===== config.mk =====
export PLATFORM = sky130hd
export DESIGN_NAME = vga_text_render
export DESIGN_NICKNAME = d
export VERILOG_FILES = /design/src/rtl/vga_pkg.sv /design/src/rtl/vga_blink_timer.sv /design/src/rtl/vga_text_render.sv
export SDC_FILE = /design/constraint.sdc
export NUM_CORES = 1
export LEC_CHECK = 0
export ABC_CLOCK_PERIOD_IN_PS = 7800
export BUFFER_PORTS_ARGS = -buffer_cell sky130_fd_sc_hd__buf_2
export CAP_MARGIN = 15
export CORE_AREA = 2 2 84 118
export CTS_CLUSTER_DIAMETER = 30
export CTS_CLUSTER_SIZE = 10
export DETAILED_ROUTE_END_ITERATION = 10
export DIE_AREA = 0 0 86 120
export MAX_ROUTING_LAYER = met4
export PLACE_DENSITY_LB_ADDON = 0.3
export SLEW_MARGIN = 5
export SYNTH_ARGS = -nofsm -noshare
export SYNTH_HDL_FRONTEND = slang
export SYNTH_SLANG_ARGS = --single-unit
export TNS_END_PERCENT = 20

===== constraint.sdc =====
create_clock -name pxclk -period 7.8 [get_ports pxclk]
set_clock_uncertainty 0.1 [all_clocks]
set_input_delay 1.56 -clock pxclk [delete_from_list [all_inputs] [get_ports pxclk]]
set_output_delay 1.56 -clock pxclk [all_outputs]
set_load 0.01 [all_outputs]

===== src/rtl/vga_pkg.sv =====
// Shared character-cell geometry, colour types and the 16-entry CGA palette
// used by the text renderer.
package vga_pkg;

    localparam int CHAR_W = 8;
    localparam int CHAR_H = 16;

    typedef struct packed {
        logic [3:0] r;
        logic [3:0] g;
        logic [3:0] b;
    } rgb12_t;

    typedef struct packed {
        logic [3:0] bg;
        logic [3:0] fg;
    } attr_t;

    localparam rgb12_t PALETTE [16] = '{
        12'h000, 12'h00A, 12'h0A0, 12'h0AA,
        12'hA00, 12'hA0A, 12'hA50, 12'hAAA,
        12'h555, 12'h55F, 12'h5F5, 12'h5FF,
        12'hF55, 12'hF5F, 12'hFF5, 12'hFFF
    };

endpackage


===== src/rtl/vga_blink_timer.sv =====
// Cursor blink timer: counts vsync_in rising edges and toggles blink_on
// every BLINK_FRAMES frames.
module vga_blink_timer #(
    parameter int BLINK_FRAMES = 30
) (
    input  logic pxclk,
    input  logic rst_n,
    input  logic vsync_in,
    output logic blink_on
);

    localparam int CW = (BLINK_FRAMES > 1) ? $clog2(BLINK_FRAMES) : 1;
    localparam logic [CW-1:0] LAST = CW'(BLINK_FRAMES - 1);

    logic          vsync_reg;
    logic [CW-1:0] frame_cnt_reg;
    logic          blink_on_reg;
    logic          vsync_rise;

    assign vsync_rise = vsync_in & ~vsync_reg;
    assign blink_on   = blink_on_reg;

    always_ff @(posedge pxclk) begin
        if (!rst_n) begin
            vsync_reg     <= 1'b0;
            frame_cnt_reg <= '0;
            blink_on_reg  <= 1'b1;
        end else begin
            vsync_reg <= vsync_in;
            if (vsync_rise) begin
                if (frame_cnt_reg == LAST) begin
                    frame_cnt_reg <= '0;
                    blink_on_reg  <= ~blink_on_reg;
                end else begin
                    frame_cnt_reg <= frame_cnt_reg + CW'(1);
                end
            end
        end
    end

endmodule


===== src/rtl/vga_text_render.sv =====
// Text-mode pixel pipeline: cell fetch from text RAM, glyph fetch from font ROM,
// cursor overlay and palette lookup, with syncs delayed to the same 3 cycles.
module vga_text_render
    import vga_pkg::*;
#(
    parameter int PIXEL_WIDTH  = 640,
    parameter int PIXEL_HEIGHT = 480,
    parameter int COLS         = 80,
    parameter int ROWS         = 30,
    parameter int BLINK_FRAMES = 30,
    localparam int XW  = $clog2(PIXEL_WIDTH),
    localparam int YW  = $clog2(PIXEL_HEIGHT),
    localparam int TAW = $clog2(COLS * ROWS)
) (
    input  logic           pxclk,
    input  logic           rst_n,
    input  logic           hsync_in,
    input  logic           vsync_in,
    input  logic [XW-1:0]  xaddr,
    input  logic [YW-1:0]  yaddr,
    input  logic           addr_valid,
    output logic [TAW-1:0] text_addr,
    input  logic [15:0]    text_data,
    output logic [11:0]    font_addr,
    input  logic [7:0]     font_data,
    input  logic           cursor_en,
    input  logic [6:0]     cursor_col,
    input  logic [4:0]     cursor_row,
    output logic [3:0]     vga_r,
    output logic [3:0]     vga_g,
    output logic [3:0]     vga_b,
    output logic           hsync,
    output logic           vsync
);

    localparam int FCW = $clog2(CHAR_W);
    localparam int FRW = $clog2(CHAR_H);
    localparam int CCW = XW - FCW;
    localparam int CRW = YW - FRW;
    localparam logic [TAW-1:0] COLS_A = TAW'(COLS);

    logic blink_on;

    vga_blink_timer #(
        .BLINK_FRAMES (BLINK_FRAMES)
    ) u_blink (
        .pxclk    (pxclk),
        .rst_n    (rst_n),
        .vsync_in (vsync_in),
        .blink_on (blink_on)
    );

    // C0: cell address
    logic [CCW-1:0] cell_col;
    logic [CRW-1:0] cell_row;

    assign cell_col  = xaddr[XW-1:FCW];
    assign cell_row  = yaddr[YW-1:FRW];
    assign text_addr = TAW'(cell_row) * COLS_A + TAW'(cell_col);

    logic [FCW-1:0] fcol_s1_reg;
    logic [FRW-1:0] frow_s1_reg;
    logic [CCW-1:0] col_s1_reg;
    logic [CRW-1:0] row_s1_reg;
    logic           valid_s1_reg, hsync_s1_reg, vsync_s1_reg;
    logic           cur_en_s1_reg;
    logic [6:0]     cur_col_s1_reg;
    logic [4:0]     cur_row_s1_reg;

    // C1: glyph address and cursor hit
    attr_t attr;
    logic  cursor_hit;

    assign attr       = attr_t'(text_data[15:8]);
    assign font_addr  = {text_data[7:0], frow_s1_reg};
    assign cursor_hit = cur_en_s1_reg & blink_on
                      & (32'(col_s1_reg) == 32'(cur_col_s1_reg))
                      & (32'(row_s1_reg) == 32'(cur_row_s1_reg))
                      & (frow_s1_reg >= FRW'(CHAR_H - 2));

    logic [3:0]     fg_s2_reg, bg_s2_reg;
    logic [FCW-1:0] fcol_s2_reg;
    logic           hit_s2_reg, valid_s2_reg, hsync_s2_reg, vsync_s2_reg;

    // C2: glyph bit select (bit 7 is leftmost), cursor invert, palette
    logic [CHAR_W-1:0] glyph_lr;
    logic              pixel_on;
    logic [3:0]        color_idx;
    rgb12_t            color;

    for (genvar gi = 0; gi < CHAR_W; gi++) begin : g_glyph_lr
        assign glyph_lr[gi] = font_data[CHAR_W-1-gi];
    end

    assign pixel_on  = glyph_lr[fcol_s2_reg] ^ hit_s2_reg;
    assign color_idx = pixel_on ? fg_s2_reg : bg_s2_reg;
    assign color     = PALETTE[color_idx];

    rgb12_t rgb_reg;
    logic   hsync_reg, vsync_reg;

    always_ff @(posedge pxclk) begin
        if (!rst_n) begin
            fcol_s1_reg    <= '0;
            frow_s1_reg    <= '0;
            col_s1_reg     <= '0;
            row_s1_reg     <= '0;
            valid_s1_reg   <= 1'b0;
            hsync_s1_reg   <= 1'b0;
            vsync_s1_reg   <= 1'b0;
            cur_en_s1_reg  <= 1'b0;
            cur_col_s1_reg <= '0;
            cur_row_s1_reg <= '0;
            fg_s2_reg      <= '0;
            bg_s2_reg      <= '0;
            fcol_s2_reg    <= '0;
            hit_s2_reg     <= 1'b0;
            valid_s2_reg   <= 1'b0;
            hsync_s2_reg   <= 1'b0;
            vsync_s2_reg   <= 1'b0;
            rgb_reg        <= '0;
            hsync_reg      <= 1'b0;
            vsync_reg      <= 1'b0;
        end else begin
            fcol_s1_reg    <= xaddr[FCW-1:0];
            frow_s1_reg    <= yaddr[FRW-1:0];
            col_s1_reg     <= cell_col;
            row_s1_reg     <= cell_row;
            valid_s1_reg   <= addr_valid;
            hsync_s1_reg   <= hsync_in;
            vsync_s1_reg   <= vsync_in;
            cur_en_s1_reg  <= cursor_en;
            cur_col_s1_reg <= cursor_col;
            cur_row_s1_reg <= cursor_row;

            fg_s2_reg      <= attr.fg;
            bg_s2_reg      <= attr.bg;
            fcol_s2_reg    <= fcol_s1_reg;
            hit_s2_reg     <= cursor_hit;
            valid_s2_reg   <= valid_s1_reg;
            hsync_s2_reg   <= hsync_s1_reg;
            vsync_s2_reg   <= vsync_s1_reg;

            // Blanked pixels are forced black whatever the memories return.
            rgb_reg        <= valid_s2_reg ? color : '0;
            hsync_reg      <= hsync_s2_reg;
            vsync_reg      <= vsync_s2_reg;
        end
    end

    assign vga_r = rgb_reg.r;
    assign vga_g = rgb_reg.g;
    assign vga_b = rgb_reg.b;
    assign hsync = hsync_reg;
    assign vsync = vsync_reg;

endmodule


==> metrics.cfg, run 1 <==
[worst_setup_path]
crit_chain = buf_2 > ha_1 > ha_1 > fa_1 > and3_1 > a32oi_1 > o41ai_1 > a221o_1 > buf_2
cp_data_arrival_time_ns = 3.81
cp-startpoint = yaddr[5]
critPathSlowestCell = fa_1
cpPeakStageDelay_ns = 0.51
reg2reg_slack_ns = 5.69
cp_max_fo = 4
cp-start-kind = primary input
r2r-end = vga_g[2]$_SDFF_PN0_
critPathKind = primary input to output port
r2r-start = fcol_s2_reg[0]$_SDFF_PN0_
cp.required_ns = 6.14
end_kind = output port
worstRegToRegCells = 4

[synth]
synth_area_um2 = 2700
synthTopCellsByArea = dfxtp_1, and2_1, buf_4
synth_compound_area_frac = 0.0481
synthCells = 263
yosys_warnings = 0
dominantRegCellSynth = dfxtp_1
ys_seq_area_frac = 0.466
synth_cell_type_count = 37
synth_nets = 337
synth-edff-count = 0
avgSynthCellArea_um2 = 10.3
synth_commonest_cells = dfxtp_1, and2_1, buf_4
synth.top_cell.area_share = 0.466
synth-async-reset-ratio = 0
synth_top_family_by_area = simple AND/OR/NAND/NOR gates
synth-seq-cells = 63
synth_fa_ha_area_frac = 0.0657
synthMuxAreaShare = 0.0342
synthSimpleGateAreaFrac = 0.238
yosysTopAreaCell = dfxtp_1
post-synth-top-count-cell = dfxtp_1
synth-xor-area-share = 0.0745

[global_route]
overflow = 0
grtUsageTotal = 0.113
first_global_vias = 1940
antenna_found_initial = 0
grt_max_degree = 57
grt_pass1_wl_um = 8640

[timing]
finalHoldViolations = 0
tns_ns = 0
setup_viol = 0
slew_viol_final = 0
layout_min_cycle_time_ns = 5.47
relSlewSlack = 0.518
worst_pin_slew_ns = 0.723
post-route-period-util = 0.701
rsz0062_at_grt = no
max_freq_mhz = 183

[floorplanning]
core_um2 = 9300
rows = 42
initial_core_util = 0.291
die_x_um = 86
die_h_um = 120
io_pins = 99
die-area_um2 = 10300

[cts]
path_clk_slew_ns = 0.05
hold_buffers = 0
htreeDepth = 3
clockBufferDepth = 2
tritoncts = yes
cts_root_buf = clkbuf_16
cts_sinks = 63
clock_latency_ns = 0.33
cts_buffers = 9
post-cts-setup-buffers = 0
cts_resized = 0

[finish]
nets = 401
syn_to_final_growth_pct = 25.7
n_antenna_cell = 0
stdcell_area_um2 = 3400
fill_cells = 945
drive_gt1_frac = 0.301

[min_path]
hold_end = fcol_s2_reg[0]$_SDFF_PN0_
hold_depth = 1
hp-class = flop to flop
worstHoldStart = fcol_s1_reg[0]$_SDFF_PN0_

[outcome]
status = complete, no violations

[pwr]
leakagePower_nw = 1.52
vdd_ir_drop_max_mv = 0.124
power_density_nw_per_um2 = 256

[place]
gp_congestion = 0.751
place_hpwl_um = 3790
postPlaceCellArea_um2 = 3070
numPortBuffers = 82

[routing]
drt_pass1_iterations = 4
wirelength_um = 5180
vias = 1968
route.detailed.drc = 0
vias_per_cell = 4.45
wl_per_cell_um = 11.7
ant_nets = 0
drt_iter0_markers = 67

[run]
cap_violations = 0

[report_power, final]
part	total, mW	switching, mW	internal (mW)
combinational	0.0908	0.0442	0.0466
clock	0.434	0.150	0.284
sequential	0.345	0.00761	0.337
total	0.869	0.202	0.667
[critical path: cells and delay by family]
family,cells,cell delay [ns]
AO/OA/AOI/OAI,3,0.74
adder cells (fa/ha/maj),3,1.03
buffers and inverters,2,0.28
AND/OR/NAND/NOR,1,0.20
[worst max path at each step]
| stage | cells after the start | to |
|---|---|---|
| after floorplan | 7 | text_addr[11] |
| after global placement | 9 | text_addr[11] |
| after detailed placement | 9 | text_addr[11] |
| after CTS | 9 | text_addr[11] |
| after global routing | 9 | text_addr[11] |
| final | 9 | text_addr[11] |
[cells by family (layout without fill, tap and decap cells)]
family,Yosys count,count (layout)
adders and majority gates,13,13
AOI/OAI and AO/OA,18,18
xor gates and xnor gates,23,23
muxes,5,5
and+or+nand+nor,108,108
buffers and inverters,33,102
DFF,63,63
[final cells by class]
class	count	area, um2	area share
well taps	110	138	0.0405
flip-flops and latches	63	1260	0.371
clock inverters	7	104	0.0305
clock buffers	9	225	0.0662
repair buffers	82	410	0.121
multi-input cells	167	1250	0.367
inverters	4	15.0	0.00442
[cell usage in the layout (no fill, tap or decap), drive strengths merged]
| cell | n |
|---|---|
| a211o | 3 |
| a211oi | 5 |
| a21o | 1 |
| a21oi | 5 |
| a221o | 1 |
| a31oi | 1 |
| a32oi | 1 |
| and2 | 52 |
| and3 | 2 |
| and4 | 1 |
| buf | 82 |
| bufinv | 2 |
| clkbuf | 9 |
| clkinv | 2 |
| dfxtp | 63 |
| fa | 2 |
| ha | 11 |
| inv | 7 |
| mux2 | 2 |
| mux2i | 1 |
| mux4 | 2 |
| nand2 | 12 |
| nand2b | 4 |
| nand3 | 5 |
| nand3b | 1 |
| nand4 | 6 |
| nor2 | 9 |
| nor2b | 2 |
| nor3 | 1 |
| nor3b | 3 |
| nor4 | 2 |
| nor4b | 4 |
| nor4bb | 2 |
| o41ai | 1 |
| or3 | 1 |
| or4b | 1 |
| xnor2 | 16 |
| xor2 | 7 |
[stage by stage]
step	power (mW)	hold slack (ns)	cells	setup slack [ns]	utilization
floorplan	0.414	0.312	263	2.75	-
global placement	0.442	0.314	426	2.40	0.330
detailed placement	0.443	0.318	426	2.32	0.330
CTS	0.888	0.332	442	2.32	0.365
global route	0.915	0.349	442	2.18	0.365
finish	0.869	0.329	442	2.33	0.365
[routing by layer]
layer	share of wire	global-route usage
met1	0.39	0.115
met2	0.54	0.188
met3	0.046	0.0316
met4	0.025	0.0694
met5	0	-
Note: power is estimated with default switching activity, not from simulation.
==> inputs of run 2 (changes only) <==
ABC_CLOCK_PERIOD_IN_PS = 4400   (was 7800)
clock period = 4.4 ns   (was 7.8 ns; I/O delays follow)
==> metrics.cfg, run 2 (synthesis gave the netlist of run 1 again) <==
[worst_setup_path]
end_kind = output port
r2r-start = fcol_s2_reg[0]$_SDFF_PN0_
cp-start-kind = primary input
cp.required_ns = 3.42
cp_max_fo = 4
reg2reg_slack_ns = 2.29
worstRegToRegCells = 4
critPathKind = primary input to output port
cp_data_arrival_time_ns = 3.13
r2r-end = vga_g[2]$_SDFF_PN0_
cp-startpoint = yaddr[5]

[global_route]
first_global_vias = 2012
overflow = 0
grt_max_degree = 30
grtUsageTotal = 0.114
antenna_found_initial = 0
grt_pass1_wl_um = 8710

[cts]
cts_root_buf = clkbuf_16
path_clk_slew_ns = 0.05
cts_buffers = 9
htreeDepth = 3
clock_latency_ns = 0.33
post-cts-setup-buffers = 0
hold_buffers = 0
clockBufferDepth = 2
cts_resized = 0
tritoncts = yes
cts_sinks = 63

[routing]
ant_nets = 0
route.detailed.drc = 0
routed-wl-met2_um = 2830
routed.top_layer = met4
wl_per_cell_um = 11.8
drt_iter0_markers = 67
vias_per_cell = 4.38
drt_pass1_iterations = 5
met3_length_um = 286
wl_met1_um = 2000
wirelength_um = 5230
vias = 1940

[floorplanning]
die_h_um = 120
initial_core_util = 0.291
die_x_um = 86
rows = 42
die-area_um2 = 10300
io_pins = 99
core_um2 = 9300

[pwr]
vdd_ir_drop_max_mv = 0.161
leakagePower_nw = 1.52
clockPowerShare = 0.511
pwr-share-seq = 0.386
switching_share = 0.220
switchingPower_uw = 347
comb_power_share = 0.102
p_int_mw = 1.23
power_density_nw_per_um2 = 462

[outcome]
status = complete, no violations

[place]
postPlaceCellArea_um2 = 3080
numPortBuffers = 82
place_hpwl_um = 3900
gp_congestion = 0.745

[min_path]
hold_end = fcol_s2_reg[1]$_SDFF_PN0_
hold_depth = 1
worstHoldStart = fcol_s1_reg[1]$_SDFF_PN0_
hp-class = flop to flop

[finish]
stdcell_area_um2 = 3420
nets = 402
final_cell_mix = buf_2, dfxtp_1, and2_1, xnor2_1, nand2_1
drive_gt1_frac = 0.303
final-seq-area_um2 = 1260
syn_to_final_growth_pct = 26.7
fill_cells = 936
multiInputGateArea_um2 = 1250
n_antenna_cell = 0
final_common_cell = buf_2

[timing]
finalHoldViolations = 0
fin_hold_ws_ns = 0.329
setup_viol = 0
slew_viol_final = 0
layout_min_cycle_time_ns = 4.11
max_freq_mhz = 243
rsz0062_at_grt = no
tns_ns = 0
worst_pin_slew_ns = 0.502
post-route-period-util = 0.934
relSlewSlack = 0.664

[run]
cap_violations = 0

## run 2: stage by stage
stage | total power, mW | util | std cells | worst slack, ns
2_1_floorplan | 0.734 | - | 263 | 0.711
3_3_place_gp | 0.784 | 0.331 | 427 | 0.365
3_5_place_dp | 0.787 | 0.331 | 427 | 0.308
4_1_cts | 1.61 | 0.368 | 443 | 0.306
5_1_grt | 1.65 | 0.368 | 443 | 0.205
6_report | 1.58 | 0.368 | 443 | 0.291
## run 2: final cells by class
cell class              instances  area share
inverters                       4     0.00438
repair buffers                 83       0.122
well taps                     110      0.0402
multi-input cells             167       0.364
clock inverters                 7      0.0354
flip-flops and latches         63       0.368
clock buffers                   9      0.0658
## run 2: metal layers
metal | vias up | global-route usage
li1 | 998 | -
met1 | 879 | 0.108
met2 | 55 | 0.196
met3 | 8 | 0.0385
met4 | 0 | 0.0704
met5 | - | -
## run 2: worst max-delay path: stages
cell	delay (ns)
buf_2	0.13
ha_1	0.30
ha_1	0.23
fa_1	0.51
and3_1	0.20
a32oi_1	0.34
o41ai_1	0.11
a221o_1	0.30
buf_2	0.14
## run 2: worst max path at each step
stage                          to  slack (ns)  depth (start not counted)
finish              text_addr[11]        0.29                          9
floorplan           text_addr[11]        0.71                          7
global route        text_addr[11]        0.20                          9
detailed placement  text_addr[11]        0.31                          9
CTS                 text_addr[11]        0.31                          9
global placement    text_addr[11]        0.36                          9
## run 2: power groups by stage
stage               clock network, mW  registers [mW]  logic [mW]
floorplan                           0           0.622       0.112
global placement                    0           0.623       0.161
detailed placement                  0           0.623       0.163
CTS                             0.831           0.611       0.164
global route                    0.857           0.614       0.181
finish                          0.809           0.611       0.162
